## config.mk

```make
export PLATFORM = sky130hd
export DESIGN_NAME = lc2k_mem_arbiter
export DESIGN_NICKNAME = d
export VERILOG_FILES = /design/src/rtl/lc2k_mem_pkg.sv /design/src/rtl/lc2k_rr_arb2.sv /design/src/rtl/lc2k_mem_arbiter.sv
export SDC_FILE = /design/constraint.sdc
export NUM_CORES = 1
export LEC_CHECK = 0
export BUFFER_PORTS_ARGS = -buffer_cell sky130_fd_sc_hd__clkbuf_2
export CORE_MARGIN = 10
export CORE_UTILIZATION = 23
export CTS_CLUSTER_DIAMETER = 60
export CTS_CLUSTER_SIZE = 28
export DETAILED_ROUTE_END_ITERATION = 7
export PLACE_DENSITY_LB_ADDON = 0.08
export RECOVER_POWER = 100
export SYNTH_ARGS = -nofsm -noshare
export SYNTH_HDL_FRONTEND = slang
export SYNTH_SLANG_ARGS = --single-unit
```

## constraint.sdc

```tcl
create_clock -name clk -period 3.8 [get_ports clk]
set_input_delay 0.95 -clock clk [delete_from_list [all_inputs] [get_ports clk]]
set_output_delay 0.95 -clock clk [all_outputs]
set_load 0.01 [all_outputs]
```

## src/rtl/lc2k_mem_pkg.sv

```systemverilog
// Shared types and constants for the LC2K memory arbiter.
package lc2k_mem_pkg;

  localparam int unsigned DEF_ADDR_W = 6;
  localparam int unsigned DEF_DATA_W = 32;

  localparam logic OWNER_IF = 1'b0;
  localparam logic OWNER_LS = 1'b1;

  typedef enum logic [1:0] {
    IDLE  = 2'd0,
    ISSUE = 2'd1,
    WAIT  = 2'd2,
    RESP  = 2'd3
  } arb_state_t;

endpackage

```

## src/rtl/lc2k_rr_arb2.sv

```systemverilog
// Two-request round-robin picker: bit 0 is IF, bit 1 is LS.
// The last-grant history lives in the parent so this block stays combinational.
module lc2k_rr_arb2
  import lc2k_mem_pkg::*;
(
  input  logic [1:0] req,
  input  logic       last_gnt,
  output logic       gnt_valid,
  output logic       gnt_id
);

  // A lone request wins outright; on a tie the port not granted last wins.
  always_comb begin
    gnt_valid = |req;
    gnt_id    = OWNER_IF;
    if (req == 2'b11) begin
      gnt_id = ~last_gnt;
    end else if (req[1]) begin
      gnt_id = OWNER_LS;
    end
  end

endmodule

```

## src/rtl/lc2k_mem_arbiter.sv

```systemverilog
// Shares one single-port LC2K memory between instruction fetch (IF) and
// load/store (LS). One transaction at a time: IDLE -> ISSUE -> [WAIT] -> RESP.
//
// Handshake: a port raises req and holds req/addr/we/wdata stable until its
// done pulses for one cycle; done marks the write committed or rdata valid.
// Requests are only sampled in IDLE, so a req seen while busy simply waits,
// and a req dropped after being sampled does not cancel the transaction.
module lc2k_mem_arbiter
  import lc2k_mem_pkg::*;
#(
  parameter int unsigned ADDR_W  = DEF_ADDR_W,
  parameter int unsigned DATA_W  = DEF_DATA_W,
  parameter int unsigned MEM_LAT = 1
) (
  input  logic              clk,
  input  logic              reset_n,
  input  logic              if_req,
  input  logic [ADDR_W-1:0] if_addr,
  output logic              if_done,
  output logic [DATA_W-1:0] if_rdata,
  input  logic              ls_req,
  input  logic              ls_we,
  input  logic [ADDR_W-1:0] ls_addr,
  input  logic [DATA_W-1:0] ls_wdata,
  output logic              ls_done,
  output logic [DATA_W-1:0] ls_rdata,
  output logic              mem_en,
  output logic              mem_we,
  output logic [ADDR_W-1:0] mem_addr,
  output logic [DATA_W-1:0] mem_wdata,
  input  logic [DATA_W-1:0] mem_rdata,
  output logic              arb_busy,
  output logic              arb_owner
);

  localparam int unsigned CNT_W = $clog2(MEM_LAT + 1);

  arb_state_t       state;
  logic [CNT_W-1:0] cnt;
  logic             last_gnt;
  logic             cmd_we;
  logic             gnt_valid;
  logic             gnt_id;

  lc2k_rr_arb2 u_rr (
    .req       ({ls_req, if_req}),
    .last_gnt  (last_gnt),
    .gnt_valid (gnt_valid),
    .gnt_id    (gnt_id)
  );

  // Transaction sequencer; every output is a register written here.
  always_ff @(posedge clk or negedge reset_n) begin
    if (!reset_n) begin
      state     <= IDLE;
      cnt       <= '0;
      last_gnt  <= OWNER_LS;
      cmd_we    <= 1'b0;
      mem_en    <= 1'b0;
      mem_we    <= 1'b0;
      mem_addr  <= '0;
      mem_wdata <= '0;
      if_done   <= 1'b0;
      ls_done   <= 1'b0;
      if_rdata  <= '0;
      ls_rdata  <= '0;
      arb_busy  <= 1'b0;
      arb_owner <= OWNER_IF;
    end else begin
      // Strobes and done pulses are single-cycle unless re-asserted below.
      mem_en  <= 1'b0;
      mem_we  <= 1'b0;
      if_done <= 1'b0;
      ls_done <= 1'b0;
      case (state)
        IDLE: begin
          if (gnt_valid) begin
            arb_owner <= gnt_id;
            last_gnt  <= gnt_id;
            arb_busy  <= 1'b1;
            mem_en    <= 1'b1;
            state     <= ISSUE;
            if (gnt_id == OWNER_LS) begin
              mem_addr  <= ls_addr;
              mem_wdata <= ls_wdata;
              mem_we    <= ls_we;
              cmd_we    <= ls_we;
            end else begin
              mem_addr <= if_addr;
              cmd_we   <= 1'b0;
            end
          end
        end
        ISSUE: begin
          if (cmd_we) begin
            // Writes commit in the mem_en cycle; only LS can write.
            ls_done <= 1'b1;
            state   <= RESP;
          end else begin
            cnt   <= CNT_W'(MEM_LAT - 1);
            state <= WAIT;
          end
        end
        WAIT: begin
          if (cnt == '0) begin
            if (arb_owner == OWNER_LS) begin
              ls_rdata <= mem_rdata;
              ls_done  <= 1'b1;
            end else begin
              if_rdata <= mem_rdata;
              if_done  <= 1'b1;
            end
            state <= RESP;
          end else begin
            cnt <= cnt - CNT_W'(1);
          end
        end
        RESP: begin
          arb_busy <= 1'b0;
          state    <= IDLE;
        end
        default: begin
          arb_busy <= 1'b0;
          state    <= IDLE;
        end
      endcase
    end
  end

endmodule

```

After elaboration in Yosys (flattened, before gate mapping)
Index checks and enable logic that the tools add are counted.
- word-level logic and storage cells: 60
- flip-flop bits (word level): 113
- input port bits: 81
- output and inout port bits: 108
- equal/unequal tests: 7
- add/sub/neg operators: 1
- bitwise logic cells: 3
- multiplexer cells: 24
- reductions and logical operators: 11
- operator list (operator ; count):
    1-bit 2-to-1 mux ; 17
    3-bit AND reduction ; 3
    2-bit one-hot mux with 4 select lines ; 1
    2-bit AND reduction ; 4
    2-bit == test (second input constant) ; 3
    6-bit 2-to-1 mux ; 1
    2-bit inequality test (second input constant) ; 3
    1-bit one-hot mux with 2 select lines ; 3
    2-bit 2-to-1 mux ; 2
    2-bit nonzero test ; 2
    1-bit NOT ; 3
    2-bit by 1-bit == test with 1-bit output (second input constant) ; 1
    2-bit zero test ; 1
    2-bit OR reduction ; 1
    1-bit subtractor (second input constant) ; 1

Depth between registers and ports, before layout
Gate-level depths: netlist of the first run.
- depth in word-level cells: 5
- gate-level depth with buffers: 7

Modules after synthesis
A second synthesis of the first run with hierarchy kept.
- cell total of the unflattened synthesis: 267
- area, all modules: 4381.7 um2
- by module, submodules not included (module ; area an instance (um2) ; cells each ; instances):
    lc2k_mem_arbiter ; 4367.9 ; 265 ; 1
    lc2k_rr_arb2 ; 13.8 ; 2 ; 1

Least setup slack after synthesis of the first run
No wires, ideal clock.
- path kind: input to register
- start: input ls_req
- end: register mem_wdata[10]
- data arrival time: 1829 ps
- cell stages on the path: 5
- data required time: 3675 ps
- setup slack: 1845 ps
- cells stage by stage: a21boi_2 buf_4 nand2_4 buf_6 mux2_4
- cells in the longest elaborated chain, start to end: 3
- elaborated cells on any way between the ends: 5
- RTL lines (element ; RTL line ; source):
    start: declaration ; lc2k_mem_arbiter.sv:21 ; input logic ls_req,
    2-bit == test / 1-bit 2-to-1 mux (equally long branches) ; lc2k_rr_arb2.sv:16, lc2k_rr_arb2.sv:18 ;
    1-bit 2-to-1 mux ; lc2k_rr_arb2.sv:16 ; if (req == 2'b11) begin
    3-bit AND reduction (no source line) (*) ; - ;
    end signal: assignment ; lc2k_mem_arbiter.sv:85 ; mem_wdata <= ls_wdata;
    end: declaration ; lc2k_mem_arbiter.sv:30 ; output logic [DATA_W-1:0] mem_wdata,
Mark *: on every way between the ends. The rest lies on a longest branch, timed or not.
A chain may end at the register's enable or synchronous reset.

Final worst setup path of the first run
- start: register state[0]
- end: register if_rdata[25]
- cells in the longest elaborated chain, start to end: 2
- RTL lines (element ; RTL line ; source):
    start: declaration ; lc2k_mem_arbiter.sv:38 ; arb_state_t state;
    start signal: assignment ; lc2k_mem_arbiter.sv:55 ; state <= IDLE;
    start signal: assignment ; lc2k_mem_arbiter.sv:82 ; state <= ISSUE;
    start signal: assignment ; lc2k_mem_arbiter.sv:98 ; state <= RESP;
    2-bit == test ; lc2k_mem_arbiter.sv:75 ; case (state)
    3-bit AND reduction (no source line) ; - ;
    end signal: assignment ; lc2k_mem_arbiter.sv:110 ; if_rdata <= mem_rdata;
    end: declaration ; lc2k_mem_arbiter.sv:20 ; output logic [DATA_W-1:0] if_rdata,
No other way between the ends.

==> impl_metrics.json, run 1 <==
{
  "cp-startpoint": "state[0]",
  "numCtsBuffers": 9,
  "holdBufCountCts": 0,
  "slew_violations": 0,
  "critPathLaunchType": "flip-flop",
  "crit_buf_inv": 2,
  "crit_slowest_cell": "clkbuf_1",
  "dp_hpwl_mm": 8.96,
  "antenna_left": 0,
  "cts_setup_buffers": 0,
  "outcome": "completed",
  "tightest_slew_ns": 1.46,
  "setup_viol": 0,
  "syn_inst": 267,
  "grtUsageTotal_pct": 9.51,
  "finalSetupTns_ns": 0,
  "hold_class": "flip-flop to flip-flop",
  "tritoncts": "yes",
  "firstDrtPassIters": 3,
  "row_count": 50,
  "p_per_area_mw_per_mm2": 905,
  "antenna_found_initial": 1,
  "dp_cells": 681,
  "syn2layout_area_growth_pct": 29.6,
  "path_delay_family": "buffers and inverters",
  "antenna_cells": 0,
  "core_mm2": 0.0187,
  "worstPathArrival_ns": 2.95,
  "r2r_end": "if_rdata[25]",
  "final.period_utilization_pct": 71.6,
  "cts_sinks": 112,
  "grt_pass1_wl_mm": 18.5,
  "place_congestion": 0.660,
  "layout.nets": 543,
  "crit_end": "if_rdata[25]",
  "crit_type": "flip-flop to flip-flop",
  "syn_area_per_cell_um2": 16.4,
  "clkTransAtPathRegs_ns": 0.08,
  "crit_cells": 5,
  "slew-limit-headroom_pct": 2.69,
  "cpPeakStageDelay_ns": 0.96,
  "synthDistinctLibCells": 23,
  "vias": 2822,
  "synth-seq-area-share_pct": 64.1,
  "reg2reg_depth": 5,
  "routed_wl_mm": 11.9,
  "initial_core_util_pct": 23.4,
  "htree_levels": 3,
  "r2r_start": "state[0]",
  "rrSetupSlack_ns": 1.08,
  "root_buffer": "clkbuf_16",
  "grt.overflow.total": 0,
  "fin_cells": 697,
  "clk_path_buf_depth": 2,
  "grt_max_degree": 59,
  "io_pins": 189,
  "rsz0062_at_grt": "no",
  "syn_area_mm2": 0.00437,
  "worstPathMaxFanout": 20,
  "fin_skew_ns": 0.00869,
  "hold_violations": 0,
  "numPortBuffers": 188,
  "fmax_mhz": 367,
  "drc": 0,
  "via_per_inst": 4.05,
  "crit_chain": "inv_1 -> ha_1 -> nor2b_4 -> clkbuf_1 -> mux2_2",
  "die_w_um": 158,
  "die_y_um": 158,
  "final_layout_size_suffix_gt1_share_pct": 36.9,
  "drt-initial-drc-count": 75,
  "ys_ff_latch": 112,
  "wl_per_cell_um": 17.1,
  "cap_violations": 0,
  "crit_required_ns": 4.03,
  "ir_drop_mv": 0.228,
  "syn_nets": 352,
  "die_area_mm2": 0.0249,
  "period_needed_ns": 2.72,
  "p_leak_nw": 2.53,
  "grt_pass1_vias": 3328,
  "cp-end-kind": "flip-flop",
  "fillers": 1983,
  "clk-insertion-delay-late_ns": 0.35,
  "min_from": "last_gnt",
  "ys_warn_count": 0,
  "cts_repair_resize_count": 0
}
[through the flow]
step           hold WS, ns  total power, mW  setup WS (ns)  utilization, %  cell area [um^2]
6_report             0.491             5.13           1.08            30.3              5670
2_1_floorplan        0.447             3.44           1.85               -              4370
3_5_place_dp         0.488             4.42           1.14            29.8              5570
5_1_grt              0.515             5.54          0.810            30.3              5670
3_3_place_gp         0.473             4.38           1.15            29.8              5570
4_1_cts              0.500             5.56           1.54            31.6              5920
[layout by cell type (no fill, tap or decap), types with 2 or more instances in the layout]
cell type | Yosys | layout
a21o_1 | 2 | 2
a21oi_1 | 6 | 6
bufinv_16 | 0 | 3
clkbuf_1 | 0 | 110
clkbuf_16 | 0 | 9
clkbuf_2 | 0 | 80
dfrtp_1 | 111 | 111
ha_1 | 4 | 4
inv_1 | 4 | 4
mux2_1 | 0 | 28
mux2_2 | 68 | 68
mux2i_1 | 6 | 6
nand2_1 | 7 | 7
nor2_1 | 7 | 7
o21ai_0 | 3 | 4
[sequential cells by signal (all words and copies together), names as in the netlist, 2 cells and up]
signal,count
mem_wdata,32
mem_addr,6
state,2
ls_rdata,32
if_rdata,32
[cells in the mapped netlist]
master / instances / area share, %
mux2_2: 68 / 18
inv_1: 4 / 0.34
dfrtp_1: 111 / 64
nand2_4: 1 / 0.26
nand2_1: 7 / 0.60
dfstp_2: 1 / 0.60
or3b_2: 1 / 0.20
and3_1: 1 / 0.14
a21boi_2: 1 / 0.26
mux2_4: 28 / 9.6
o21ai_1: 1 / 0.11
mux2i_1: 6 / 1.4
buf_2: 8 / 0.92
a21oi_1: 6 / 0.69
nor2b_1: 1 / 0.14
a21o_1: 2 / 0.34
a21boi_0: 1 / 0.17
ha_1: 4 / 1.1
nor2_1: 7 / 0.60
a22oi_1: 1 / 0.17
buf_4: 1 / 0.17
buf_6: 3 / 0.77
o21ai_0: 3 / 0.34
[cells by family (layout without fill, tap and decap cells)]
group,Yosys count,after routing,synth area share [%]
buffers and inverters,16,212,2.20
AOI/OAI and AO/OA,15,15,2.09
adders and majority gates,4,4,1.14
muxes,102,102,28.5
DFF,112,112,64.1
and+or+nand+nor,18,18,1.95
[worst min-delay path, cell delays in order, from the launching register on]
cell and delay (ns):
dfstp_2 0.39, nand2_1 0.05, nand2_1 0.05
[cell type report]
class	instances	area, um^2	area share, %
inverter	4	15.0	0.265
timing repair buffer	192	828	14.6
tap	234	293	5.16
sequential	112	2800	49.5
clock buffer	10	239	4.22
multi-input combinational	139	1380	24.3
clock inverter	6	115	2.03
[worst min-delay path by stage]
stage / to / cells past startpoint
finish: last_gnt / 2
global route: if_rdata[13] / 1
CTS: last_gnt / 2
detailed placement: cmd_we / 1
global placement: last_gnt / 2
floorplan: last_gnt / 2
[power by group]
part / internal [mW] / switching [mW] / total [mW] / leakage (nW)
clock network: 0.667 / 0.453 / 1.12 / 0.169
logic: 0.851 / 1.02 / 1.87 / 1.04
registers: 1.81 / 0.331 / 2.14 / 1.32
[per-layer routing]
layer | part of all wire (%) | track usage, % | routed length [um]
met5 | 0.11 | 0 | 13
met4 | 1.1 | 3.07 | 130
met3 | 14 | 5.83 | 1630
met2 | 41 | 13.4 | 4880
met1 | 44 | 11.7 | 5260
No activity file was read; power rests on OpenSTA's default activity.
==> run 2, diff against run 1 <==
--- a/config.mk
+++ b/config.mk
@@ -5,6 +5,7 @@
 export SDC_FILE = /design/constraint.sdc
 export NUM_CORES = 1
 export LEC_CHECK = 0
+export ABC_AREA = 1
 export BUFFER_PORTS_ARGS = -buffer_cell sky130_fd_sc_hd__clkbuf_2
 export CORE_MARGIN = 10
 export CORE_UTILIZATION = 23
==> constraint.sdc (replaced) <==
create_clock -name clk -period 2.5 [get_ports clk]
set_input_delay 0.625 -clock clk [delete_from_list [all_inputs] [get_ports clk]]
set_output_delay 0.625 -clock clk [all_outputs]
set_load 0.01 [all_outputs]
==> impl_metrics.json, run 2 <==
{
  "grt_pass1_vias": 3798,
  "fin_area_mm2": 0.00575,
  "clk_path_buf_depth": 2,
  "synth_top_area_cell": "dfrtp_1",
  "drc": 0,
  "root_buffer": "clkbuf_16",
  "finish.utilization_pct": 30.5,
  "fillers": 2128,
  "grt_max_degree": 65,
  "period_needed_ns": 2.09,
  "ir_drop_mv": 0.312,
  "outcome": "completed",
  "cpPeakStageDelay_ns": 0.86,
  "fmax_mhz": 479,
  "async_reset_ff_share_pct": 100,
  "wl_met2_mm": 5.78,
  "synthDistinctLibCells": 20,
  "rsz0062_at_grt": "no",
  "postPlaceCellArea_mm2": 0.00568,
  "syn2layout_area_growth_pct": 29.0,
  "worstPathMaxFanout": 64,
  "syn_area_mm2": 0.00446,
  "p_per_area_mw_per_mm2": 1270,
  "antenna_cells": 0,
  "initial_core_util_pct": 23.6,
  "hold_class": "input pin to async pin",
  "synth.top_cell.area_share_pct": 62.3,
  "fin_skew_ns": 0.00796,
  "io_pins": 189,
  "synth-main-ff-cell": "dfrtp_1",
  "tritoncts": "yes",
  "worstPathArrival_ns": 2.26,
  "dp_hpwl_mm": 10.3,
  "vias": 3597,
  "tightest_slew_ns": 1.22,
  "slew-limit-headroom_pct": 18.1,
  "cts_sinks": 112,
  "highest_layer": "met4",
  "cp-end-kind": "flip-flop",
  "clkTransAtPathRegs_ns": 0.07,
  "numPortBuffers": 188,
  "ys_top_cells_by_area": "dfrtp_1 62%, nand2_1 11%, o21ai_0 9.9%, inv_1 7.1%, o21ai_2 2.7%",
  "wl_met1_mm": 6.53,
  "path_delay_family": "buffers and inverters",
  "cts_setup_buffers": 0,
  "htree_levels": 3,
  "clk-insertion-delay-late_ns": 0.35,
  "die_y_um": 159,
  "rrSetupSlack_ns": 0.41,
  "critPathLaunchType": "flip-flop",
  "wl_met3_mm": 1.10,
  "die_area_mm2": 0.0254,
  "ys_ff_latch": 112,
  "p_leak_nw": 3.02,
  "ys_warn_count": 0,
  "syn_inst": 470,
  "die_w_um": 159,
  "finalSetupTns_ns": 0,
  "synth_edf_count": 0,
  "drt-initial-drc-count": 156,
  "hold_violations": 0,
  "numCtsBuffers": 9,
  "syn_area_per_cell_um2": 9.49,
  "core_mm2": 0.0189,
  "crit_slowest_cell": "clkbuf_2",
  "final_cell_mix": "125 x nand2_1, 114 x clkbuf_1, 111 x dfrtp_1",
  "yosysMostFrequentCell": "nand2_1",
  "reg_top3": "if_rdata (32), ls_rdata (32), mem_wdata (32)",
  "cts_repair_resize_count": 0,
  "firstDrtPassIters": 4,
  "final_layout_size_suffix_gt1_share_pct": 15.5,
  "slew_violations": 0,
  "crit_required_ns": 2.67,
  "crit_buf_inv": 2,
  "final_common_cell": "nand2_1",
  "grt_pass1_wl_mm": 21.7,
  "layout.nets": 739,
  "crit_chain": "inv_1 -> ha_1 -> nand2_2 -> clkbuf_2 -> o21ai_0",
  "setup_viol": 0,
  "place_congestion": 0.711,
  "cap_violations": 0,
  "antenna_found_initial": 0,
  "holdBufCountCts": 0,
  "syn_nets": 555,
  "fin_ws_ns": 0.410,
  "row_count": 50,
  "crit_type": "flip-flop to flip-flop",
  "grtUsageTotal_pct": 10.6,
  "synth_common_cells": "127 x nand2_1, 111 x dfrtp_1, 88 x o21ai_0",
  "final.period_utilization_pct": 83.6,
  "post-place-ws_ns": 0.690,
  "synth-seq-area-share_pct": 62.9,
  "antenna_left": 0,
  "routed_wl_mm": 13.6,
  "grt.overflow.total": 0,
  "wl_per_cell_um": 14.8,
  "via_per_inst": 3.91
}
run 2: cell count changes after synthesis, moves of 6 or more:
cell      delta
clkbuf_1     +8
o21ai_0     +85
nand2_1    +120
mux2_2      -68
nand3_1     +12
o21ai_2     +14
inv_1       +80
mux2i_1      -6
mux2_4      -28
run 2: power by group:
group	switching, mW	leakage (nW)	internal [mW]
registers	0.496	1.39	2.70
clock network	0.670	0.134	0.780
logic	1.76	1.50	0.878
total	2.92	3.02	4.35
run 2: path summary, 6_finish.rpt:
kind                           endpoint         start  cells after the start
max                        ls_rdata[22]      state[0]                      5
min                         ls_rdata[3]       reset_n                      1
max reg2reg                ls_rdata[22]      state[0]                      5
min reg2reg                mem_wdata[7]  mem_wdata[7]                      2
max in group asynchronous  mem_wdata[8]       reset_n                      2
min in group clk           mem_wdata[7]  mem_wdata[7]                      2
run 2: cell type report:
class                   count  area, um^2  share of cell area, %
flip-flops and latches    112        2800                   48.7
multi-input cells         252        1150                   20.1
well taps                 260         325                   5.65
repair buffers            195         871                   15.1
clock inverters             3        42.5                  0.739
inverters                  84         315                   5.48
clock buffers              13         240                   4.18
run 2: kinds of logic after synthesis:
family / after synthesis / synth area share [%]
adders and majority gates: 4 / 1.12
AOI/OAI and AO/OA: 104 / 12.9
buffers and inverters: 106 / 10.1
DFF: 112 / 62.9
and+or+nand+nor: 144 / 13.0
run 2: worst register-to-register path, stage by stage, from the launching register on:
cell and delay, ns:
dfrtp_1 0.41, inv_1 0.10, ha_1 0.24, nand2_2 0.07, clkbuf_2 0.86, o21ai_0 0.24
run 2: per-layer routing:
layer | vias up | GRT usage, %
li1 | 1805 | -
met5 | - | 0
met2 | 142 | 15.4
met3 | 10 | 4.49
met1 | 1640 | 13.9
met4 | 0 | 3.66
run 2: through the flow:
stage | hold WS (ns) | instances | power (mW)
after CTS | 0.274 | 919 | 7.75
after floorplan | 0.329 | 470 | 4.80
final | 0.457 | 919 | 7.28
after detailed placement | 0.472 | 903 | 6.26
after global placement | 0.466 | 903 | 6.19
after global routing | 0.497 | 919 | 7.94
==> run 3, diff against run 2 <==
==> constraint.sdc (replaced) <==
create_clock -name clk -period 1.7 [get_ports clk]
set_input_delay 0.425 -clock clk [delete_from_list [all_inputs] [get_ports clk]]
set_output_delay 0.425 -clock clk [all_outputs]
set_load 0.01 [all_outputs]
==> impl_metrics.json, run 3 (synthesis results as in run 2) <==
{
  "grt.overflow.total": 0,
  "grt_use_met3_pct": 5.01,
  "p_int_mw": 6.49,
  "fin_skew_ns": 0.00556,
  "worstPathArrival_ns": 1.71,
  "cts_setup_buffers": 0,
  "top_usage_layer": "met2",
  "tritoncts": "yes",
  "drc": 0,
  "rsz0062_at_grt": "no",
  "final_cell_mix": "126 x nand2_1, 111 x dfrtp_1, 108 x clkbuf_1",
  "cts_sinks": 112,
  "core_mm2": 0.0189,
  "hold_violations": 0,
  "outcome": "completed",
  "pwr-share-comb_pct": 36.2,
  "final_common_cell": "nand2_1",
  "met1_usage_pct": 13.4,
  "antenna_cells": 0,
  "grt_max_degree": 68,
  "row_count": 50,
  "die_area_mm2": 0.0254,
  "period_needed_ns": 1.47,
  "die_w_um": 159,
  "syn2layout_area_growth_pct": 30.5,
  "p_switching_mw": 4.31,
  "setup_viol": 0,
  "dp_hpwl_mm": 10.0,
  "final_layout_size_suffix_gt1_share_pct": 16.5,
  "grtUsageTotal_pct": 10.5,
  "cp-end-kind": "flip-flop",
  "power.total_mw": 10.8,
  "r2r_start": "state[1]",
  "clk-insertion-delay-late_ns": 0.35,
  "antenna_left": 0,
  "hold_class": "input pin to flip-flop",
  "numCtsBuffers": 9,
  "p_leak_nw": 3.05,
  "root_buffer": "clkbuf_16",
  "worstPathMaxFanout": 67,
  "crit_type": "flip-flop to flip-flop",
  "die_y_um": 159,
  "finalSetupTns_ns": 0,
  "layout.nets": 740,
  "ir_drop_mv": 0.475,
  "tightest_slew_ns": 0.604,
  "p_clk_share_pct": 20.3,
  "clk_path_buf_depth": 2,
  "p_per_area_mw_per_mm2": 1860,
  "fmax_mhz": 678,
  "critPathLaunchType": "flip-flop",
  "routed_wl_mm": 13.3,
  "firstDrtPassIters": 4,
  "use_met2_pct": 14.9,
  "clkTransAtPathRegs_ns": 0.07,
  "cap_violations": 0,
  "power_frac_seq_pct": 43.5,
  "reg_top3": "if_rdata (32), ls_rdata (32), mem_wdata (32)",
  "io_pins": 189,
  "fin_cells": 920,
  "min_from": "ls_wdata[6]",
  "grt_pass1_wl_mm": 21.4,
  "grt_pass1_vias": 3837,
  "via_per_inst": 3.88,
  "dp_cells": 903,
  "htree_levels": 3,
  "numPortBuffers": 188,
  "vias": 3567,
  "final.period_utilization_pct": 86.7,
  "cp-startpoint": "state[1]",
  "place_congestion": 0.726,
  "swShare_pct": 39.9,
  "slew_violations": 0,
  "hold_slack_ns": 0.287,
  "wl_per_cell_um": 14.5,
  "antenna_found_initial": 0,
  "initial_core_util_pct": 23.6,
  "slew-limit-headroom_pct": 59.7,
  "crit_required_ns": 1.93,
  "drt-initial-drc-count": 174
}
## run 3: power by group through the flow
stage	logic [mW]	registers, mW	clock network [mW]
floorplan	1.83	5.22	0
global placement	4.37	4.75	0
detailed placement	4.45	4.78	0
CTS	4.47	4.73	2.31
global route	4.56	4.89	2.40
finish	3.91	4.70	2.19
## run 3: area by class of cell
cell class              instances  area, um^2
clock inverters                 6        67.6
multi-input cells             252        1160
clock buffers                  10         239
inverters                      84         315
fillers                      2111       13100
well taps                     260         325
flip-flops and latches        112        2800
repair buffers                196         908
## run 3: path summary, 6_finish.rpt
| path | endpoint | slack [ns] | cells after the start |
|---|---|---|---|
| setup / recovery | mem_wdata[31] | 0.23 | 6 |
| hold / removal | mem_wdata[6] | 0.29 | 3 |
| setup reg to reg | mem_wdata[31] | 0.23 | 6 |
| hold reg to reg | mem_addr[3] | 0.48 | 2 |
| max in group asynchronous | mem_wdata[29] | 0.25 | 3 |
| min in group asynchronous | ls_rdata[5] | 0.60 | 2 |
## run 3: timing repair
item | in CTS | in global routing
hold endpoints to repair | 20 | 0
hold buffers | 1 | 0
setup endpoints to repair | 0 | 7
resized for setup | 0 | 1
## run 3: critical path, stage by stage (launching register included)
cell	delay, ns
dfrtp_1	0.42
inv_1	0.12
ha_1	0.32
nand3_4	0.12
buf_12	0.20
nand2_1	0.08
o21ai_0	0.08
## run 3: metrics by stage
stage               utilization, %  area (um^2)  worst slack [ns]
finish                        30.8         5820             0.226
detailed placement            30.2         5710             0.146
global placement              30.2         5710             0.220
floorplan                        -         4460             0.345
CTS                           31.9         6030             0.109
global route                  30.8         5820            0.0303
## run 3: metal layers
metal / part of all wire, % / wire, um
met5: 0 / 0
met4: 1.6 / 208
met3: 9.4 / 1250
met2: 41 / 5510
met1: 48 / 6330
